--- src/rtl/onehot_decoder_seq_pkg.sv ---
`default_nettype none
// ============================================================================
// onehot_decoder_seq_pkg : shared state and mode encodings for the decoder
// Revision: 1.0
// ============================================================================
package onehot_decoder_seq_pkg;

  typedef enum logic [1:0] {
    IDLE   = 2'd0,
    DIRECT = 2'd1,
    SCAN   = 2'd2
  } state_t;

  localparam logic MODE_DIRECT = 1'b0;
  localparam logic MODE_SCAN   = 1'b1;

endpackage
`default_nettype wire

--- src/rtl/onehot_dec.sv ---
`default_nettype none
// ============================================================================
// onehot_dec : combinational binary to one-hot decode with channel range check
// Revision: 1.0
// ============================================================================
module onehot_dec #(
  parameter int SEL_W  = 2,
  parameter int NUM_CH = 4
) (
  input  logic [SEL_W-1:0]      sel,
  output logic [(2**SEL_W)-1:0] y,
  output logic                  in_range
);

  localparam int OUT_W = 2**SEL_W;

  genvar i;
  generate
    for (i = 0; i < OUT_W; i++) begin : g_line
      assign y[i] = (sel == SEL_W'(i));
    end
  endgenerate

  // One extra bit so NUM_CH == 2**SEL_W still compares correctly
  assign in_range = ({1'b0, sel} < (SEL_W+1)'(NUM_CH));

endmodule
`default_nettype wire

--- src/rtl/onehot_decoder_seq.sv ---
`default_nettype none
// ============================================================================
// onehot_decoder_seq : registered one-hot decoder with direct and scan modes
// Revision: 1.0
// ============================================================================
module onehot_decoder_seq
  import onehot_decoder_seq_pkg::*;
#(
  parameter int SEL_W    = 2,
  parameter int NUM_CH   = 4,
  parameter int STEP_CYC = 4
) (
  input  logic                  clk,
  input  logic                  rst_n,
  input  logic                  en,
  input  logic                  mode,
  input  logic [SEL_W-1:0]      sel,
  input  logic                  sel_valid,
  output logic [(2**SEL_W)-1:0] y,
  output logic                  y_valid,
  output logic [SEL_W-1:0]      cur_idx,
  output logic                  scan_wrap,
  output logic                  sel_err
);

  localparam int OUT_W = 2**SEL_W;
  localparam int CNT_W = (STEP_CYC > 1) ? $clog2(STEP_CYC) : 1;
  localparam logic [CNT_W-1:0] c_LAST_CNT = CNT_W'(STEP_CYC - 1);
  localparam logic [SEL_W-1:0] c_LAST_CH  = SEL_W'(NUM_CH - 1);

  state_t             r_state;
  state_t             w_next_state;
  logic [CNT_W-1:0]   r_cnt;
  logic [CNT_W-1:0]   w_cnt;
  logic [OUT_W-1:0]   w_y;
  logic               w_y_valid;
  logic [SEL_W-1:0]   w_idx;
  logic               w_wrap;
  logic               w_err;
  logic [SEL_W-1:0]   w_scan_idx;
  logic [SEL_W-1:0]   w_dec_sel;
  logic [OUT_W-1:0]   w_dec_y;
  logic               w_in_range;

  assign w_scan_idx = (cur_idx == c_LAST_CH) ? '0 : cur_idx + 1'b1;
  // One decoder serves both modes: next scan channel while scanning, else sel
  assign w_dec_sel  = (r_state == SCAN) ? w_scan_idx : sel;

  onehot_dec #(
    .SEL_W  (SEL_W),
    .NUM_CH (NUM_CH)
  ) u_dec (
    .sel      (w_dec_sel),
    .y        (w_dec_y),
    .in_range (w_in_range)
  );

  always_ff @(posedge clk or negedge rst_n) begin
    if (!rst_n) begin
      r_state   <= IDLE;
      r_cnt     <= '0;
      y         <= '0;
      y_valid   <= 1'b0;
      cur_idx   <= '0;
      scan_wrap <= 1'b0;
      sel_err   <= 1'b0;
    end else begin
      r_state   <= w_next_state;
      r_cnt     <= w_cnt;
      y         <= w_y;
      y_valid   <= w_y_valid;
      cur_idx   <= w_idx;
      scan_wrap <= w_wrap;
      sel_err   <= w_err;
    end
  end

  always_comb begin
    w_next_state = IDLE;
    if (en) begin
      w_next_state = (mode == MODE_SCAN) ? SCAN : DIRECT;
    end
  end

  always_comb begin
    w_y       = y;
    w_y_valid = y_valid;
    w_idx     = cur_idx;
    w_cnt     = '0;
    w_wrap    = 1'b0;
    w_err     = 1'b0;
    case (w_next_state)
      IDLE: begin
        w_y       = '0;
        w_y_valid = 1'b0;
      end
      DIRECT: begin
        if (r_state != DIRECT) begin
          w_y       = '0;
          w_y_valid = 1'b0;
        end else if (sel_valid) begin
          if (w_in_range) begin
            w_y       = w_dec_y;
            w_y_valid = 1'b1;
            w_idx     = sel;
          end else begin
            w_err = 1'b1;
          end
        end
      end
      SCAN: begin
        if (r_state != SCAN) begin
          w_y       = OUT_W'(1);
          w_y_valid = 1'b1;
          w_idx     = '0;
        end else if (r_cnt == c_LAST_CNT) begin
          w_y    = w_dec_y;
          w_idx  = w_scan_idx;
          w_wrap = (cur_idx == c_LAST_CH);
        end else begin
          w_cnt = r_cnt + 1'b1;
        end
      end
      default: begin
        w_y       = '0;
        w_y_valid = 1'b0;
      end
    endcase
  end

endmodule
`default_nettype wire
--- config.mk ---
export PLATFORM = sky130hd
export DESIGN_NAME = onehot_decoder_seq
export DESIGN_NICKNAME = d
export VERILOG_FILES = /design/src/rtl/onehot_decoder_seq_pkg.sv /design/src/rtl/onehot_dec.sv /design/src/rtl/onehot_decoder_seq.sv
export SDC_FILE = /design/constraint.sdc
export NUM_CORES = 1
export LEC_CHECK = 0
export ABC_AREA = 0
export BUFFER_PORTS_ARGS = -buffer_cell sky130_fd_sc_hd__buf_4
export CORE_MARGIN = 3
export CORE_UTILIZATION = 35
export CTS_CLUSTER_SIZE = 12
export DETAILED_ROUTE_END_ITERATION = 8
export GPL_TIMING_DRIVEN = 0
export PLACE_DENSITY = 0.54
export SKIP_CTS_REPAIR_TIMING = 1
export SYNTH_ARGS = -nofsm -noshare
export SYNTH_HDL_FRONTEND = slang
export SYNTH_SLANG_ARGS = --single-unit
--- constraint.sdc ---
create_clock -name clk -period 3 [get_ports clk]
set_input_delay 0.45 -clock clk [delete_from_list [all_inputs] [get_ports clk]]
set_output_delay 0.45 -clock clk [all_outputs]
set_load 0.01 [all_outputs]
======== Word level (Yosys, flattened, before mapping) ========
Index checks and enable logic that the tools add are counted.
storage, ports and cells
  register bits ........................... 12
  bits of input ports ..................... 7
  output and inout port bits .............. 9
  logic and storage cells ................. 52
cells by class
  add/sub/neg operators ................... 2
  equality and inequality tests ........... 15
  multiplexer cells ....................... 24
  reduce and logical (&&, ||, !) cells .... 5
operators with widths
  cell                                                                     number
  2-bit two-way mux                                                        11
  4-bit two-way mux                                                        4
  2-bit equality test, second input constant                               6
  2-bit inequality test, second input constant                             4
  4-bit case mux with 2 select lines                                       1
  1-bit two-way mux                                                        6
  3-bit inequality test, second input constant                             2
  2-bit by 1-bit adder with 2-bit output, second input constant            2
  2-bit by 1-bit equality test with 1-bit output, second input constant    2
  2-bit case mux with 2 select lines                                       1
  2-bit AND reduction                                                      2
  4-bit AND reduction                                                      1
  2-bit logical NOT                                                        1
  2-bit by 1-bit inequality test with 1-bit output, second input constant  1
  1-bit case mux with 2 select lines                                       1
  2-bit nonzero test                                                       1

======== Longest topological paths before layout ========
  depth in word-level cells ............... 7
  depth in mapped cells ................... 6

======== Modules after synthesis ========
Synthesis repeated with hierarchy kept, for this count alone.
second synthesis, totals
  cell total of the unflattened synthesis .. 70
  area total of the unflattened synthesis .. 719.4 µm²
modules (own cells, without submodules)
  module              times used  cells an instance  area each (µm²)  seq. area each (µm²)
  onehot_decoder_seq  1           64                 681.9            325.3
  onehot_dec          1           6                  37.5             0.0

======== Worst setup path after synthesis ========
No wires, ideal clock.
  kind .................................... input to register
  from .................................... in mode
  to ...................................... reg y[2]
  library setup time ...................... 0.122 ns
  arrival time ............................ 1.298 ns
  required time ........................... 2.878 ns
  setup slack ............................. 1.581 ns
  stages .................................. 5
  path through ............................ buf_6 > nor4b_2 > o21a_2 > nor2_1 > a32o_1
between the ends
  longest elaborated chain between the ends .. 5
  elaborated cells between the ends (all ways) .. 8
RTL lines
  what                                                                                   line                      RTL
  from (decl)                                                                            onehot_decoder_seq.sv:16  input logic mode,
  2-bit two-way mux *                                                                    onehot_decoder_seq.sv:81  w_next_state = (mode == MODE_SCAN) ? SCAN : DIRECT;
  2-bit two-way mux *                                                                    onehot_decoder_seq.sv:80  if (en) begin
  2-bit equality test or 2-bit by 1-bit equality test with 1-bit output (tied branches)  onehot_decoder_seq.sv:92  case (w_next_state)
  3-bit inequality test (no source line)                                                 n/a
  2-bit AND reduction (no source line)                                                   n/a
  to (signal assigned)                                                                   onehot_decoder_seq.sv:70  y <= w_y;
  to (decl)                                                                              onehot_decoder_seq.sv:19  output logic [(2**SEL_W)-1:0] y,
Mark *: on every way between the ends. The rest lies on a longest branch, timed or not.
A chain may end at the register's enable or synchronous reset.

======== Final worst setup path ========
  from .................................... reg r_cnt[0]
  to ...................................... reg y[2]
between the ends
  longest elaborated chain between the ends .. 3
RTL lines
  what                                    line                       RTL
  from (decl)                             onehot_decoder_seq.sv:33   logic [CNT_W-1:0] r_cnt;
  from (signal assigned)                  onehot_decoder_seq.sv:69   r_cnt <= w_cnt;
  2-bit equality test                     onehot_decoder_seq.sv:116  end else if (r_cnt == c_LAST_CNT) begin
  3-bit inequality test (no source line)  n/a
  2-bit AND reduction (no source line)    n/a
Every way passes these cells.

==> impl_metrics.yaml <==
outcome:
  status: "finished clean"
sta:
  finalSetupViolations: 0
  max_freq_mhz: 647
  rsz0062_at_grt: "false"
  finClkSkew_ns: 0.00200
  final.setup.tns_ns: 0
  finalHoldViolations: 0
  slew_viol_final: 0
  period_needed_ns: 1.55
  hold_slack_ns: 0.457
  post-route-period-util_pct: 51.6
worst_hold_path:
  hp-start: "r_cnt[0]$_DFF_PN0_"
  hold_class: "reg -> reg"
run:
  cap_violations: 0
logic_synthesis:
  syn_nets: 70
  ys_seq_area_share_pct: 46.1
  synth_top_cells_by_count: "dfrtp_1, nand2_1, nor2_1"
  syn_area_um2: 652
  synth_cell_type_count: 28
  synth-seq-cells: 12
  synth_top_cell_by_area: "dfrtp_1"
  yosysMostFrequentCell: "dfrtp_1"
  synthArstFlopShare_pct: 100
  ys.flop_type: "dfrtp_1"
  synth_top_area_share_pct: 46.1
  synth_cells: 61
  synth_edf_count: 0
  syn_area_per_cell_um2: 10.7
  ys.warnings.count: 0
  synthTopCellsByArea: "dfrtp_1, ha_1, buf_6"
layout:
  drive_gt1_share_pct: 34.2
  final_cell_area_um2: 820
  nets: 90
  area_delta_synth_final_pct: 25.7
  diodes: 0
  fillCellCount: 162
clock_network:
  root_buffer: "clkbuf_4"
  cts_tree: "done"
  clockBufferDepth: 2
  clk_latency_ns: 0.27
  cts_max_level: 1
  cts_num_sinks: 12
  clk_transition_reported_paths_ns: 0.07
  cts_inserted_buffers: 3
floorplanning:
  fp.dieW_um: 49.2
  die_h_um: 49.2
  start_util_pct: 40.0
  ios: 16
  coreArea_mm2: 0.00163
  dieArea_mm2: 0.00242
  num_rows: 14
setup_path:
  worstPathRequired_ns: 3.16
  crit_arrival_ns: 1.71
  reg2reg_from: "r_cnt[0]$_DFF_PN0_"
  critPathLaunchType: "flop"
  crit_fanout: 6
  startpoint: "r_cnt[0]$_DFF_PN0_"
  endpoint_kind: "flop"
  path_class: "reg -> reg"
power:
  vdd_drop_max_uv: 258
  design_power_total_mw: 0.354
  power_leakage_nw: 0.410
  p_per_area_mw_per_mm2: 432
grt:
  grt_overflow: 0
  antenna_found_initial: 0
  grt_max_degree: 13
  grt_pass1_wl_um: 2300
  grt_pass1_vias: 498
  track_usage_pct: 12.3
route:
  drt-vias-per-instance: 4.85
  drcViolationCount: 0
  postRouteAntennaNets: 0
  wirelength_um: 1330
  dr.first_iter.drc_count: 7
  vias: 500
  drtPass1Iterations: 4
  route.detailed.wl_per_inst_um: 12.9
placement:
  gp_congestion: 0.722
  hpwl_um: 957
  portBuffers: 14
  place_area_um2: 787
==> final cells by class <==
type                       count  area (um2)  area share (%)
multi-input combinational     42         307            37.4
buffer                         3        30.0            3.66
inverter                       4        15.0            1.83
tap                           24        30.0            3.66
sequential                    12         300            36.6
clock buffer                   3        22.5            2.75
timing repair buffer          15         115            14.0
==> final timing paths <==
check / slack [ns] / end / cells past startpoint
max reg2reg: 1.45 / y[2]$_DFFE_PN0P_ / 5
max in group asynchronous: 2.29 / y[1]$_DFFE_PN0P_ / 2
min: 0.46 / r_cnt[0]$_DFF_PN0_ / 1
min reg2reg: 0.46 / r_cnt[0]$_DFF_PN0_ / 1
min in group asynchronous: 0.55 / r_state[0]$_DFF_PN0_ / 2
max: 1.45 / y[2]$_DFFE_PN0P_ / 5
==> cell usage in the layout, fill, tap and decap left out, drive strengths merged, types with 2 or more instances in the layout <==
master	synthesis	routed
buf	3	17
dfrtp	12	12
nand2	5	5
nor2	5	5
o21ai	5	5
inv	4	4
nor2b	3	3
nor3b	3	3
clkbuf	0	3
a32oi	2	2
mux2i	2	2
ha	2	2
==> where the power goes <==
part | switching, mW | leakage, nW | internal, mW | total [mW]
Clock | 0.0524 | 0.0138 | 0.0464 | 0.0988
Sequential | 0.00885 | 0.161 | 0.171 | 0.180
Combinational | 0.0377 | 0.235 | 0.0378 | 0.0755
==> stage by stage <==
| step | util, % | std cells | setup WS [ns] |
|---|---|---|---|
| 3_3_place_gp | 48.3 | 99 | 1.38 |
| 2_1_floorplan | - | 61 | 1.58 |
| 6_report | 50.3 | 103 | 1.45 |
| 3_5_place_dp | 48.3 | 99 | 1.36 |
| 4_1_cts | 49.7 | 102 | 1.44 |
| 5_1_grt | 50.3 | 103 | 1.37 |
==> state kept, by name, indices dropped and copies added (netlist names) <==
| signal | cells |
|---|---|
| y_valid | 1 |
| r_cnt | 2 |
| r_state | 2 |
| scan_wrap | 1 |
| cur_idx | 2 |
| y | 4 |
==> logic make-up after synthesis <==
group,synth area share (%)
buffers and inverters,6.91
other,0.575
adders and majority gates,3.84
muxes,4.80
and+or+nand+nor,22.1
AOI/OAI and AO/OA,15.7
DFF,46.1
==> per-layer routing <==
metal,vias up,GRT usage [%],wire [um]
met5,-,0,0
met4,0,2.84,8
met3,2,5.81,76
met2,13,18.1,558
met1,231,16.2,689
li1,254,-,-
==> critical path: stages, from the launching register on <==
cell	delay, ns
dfrtp_1	0.39
ha_1	0.25
and4bb_1	0.29
o21a_2	0.19
nor2_1	0.07
a32o_1	0.25
No activity file was read; power rests on OpenSTA's default activity.
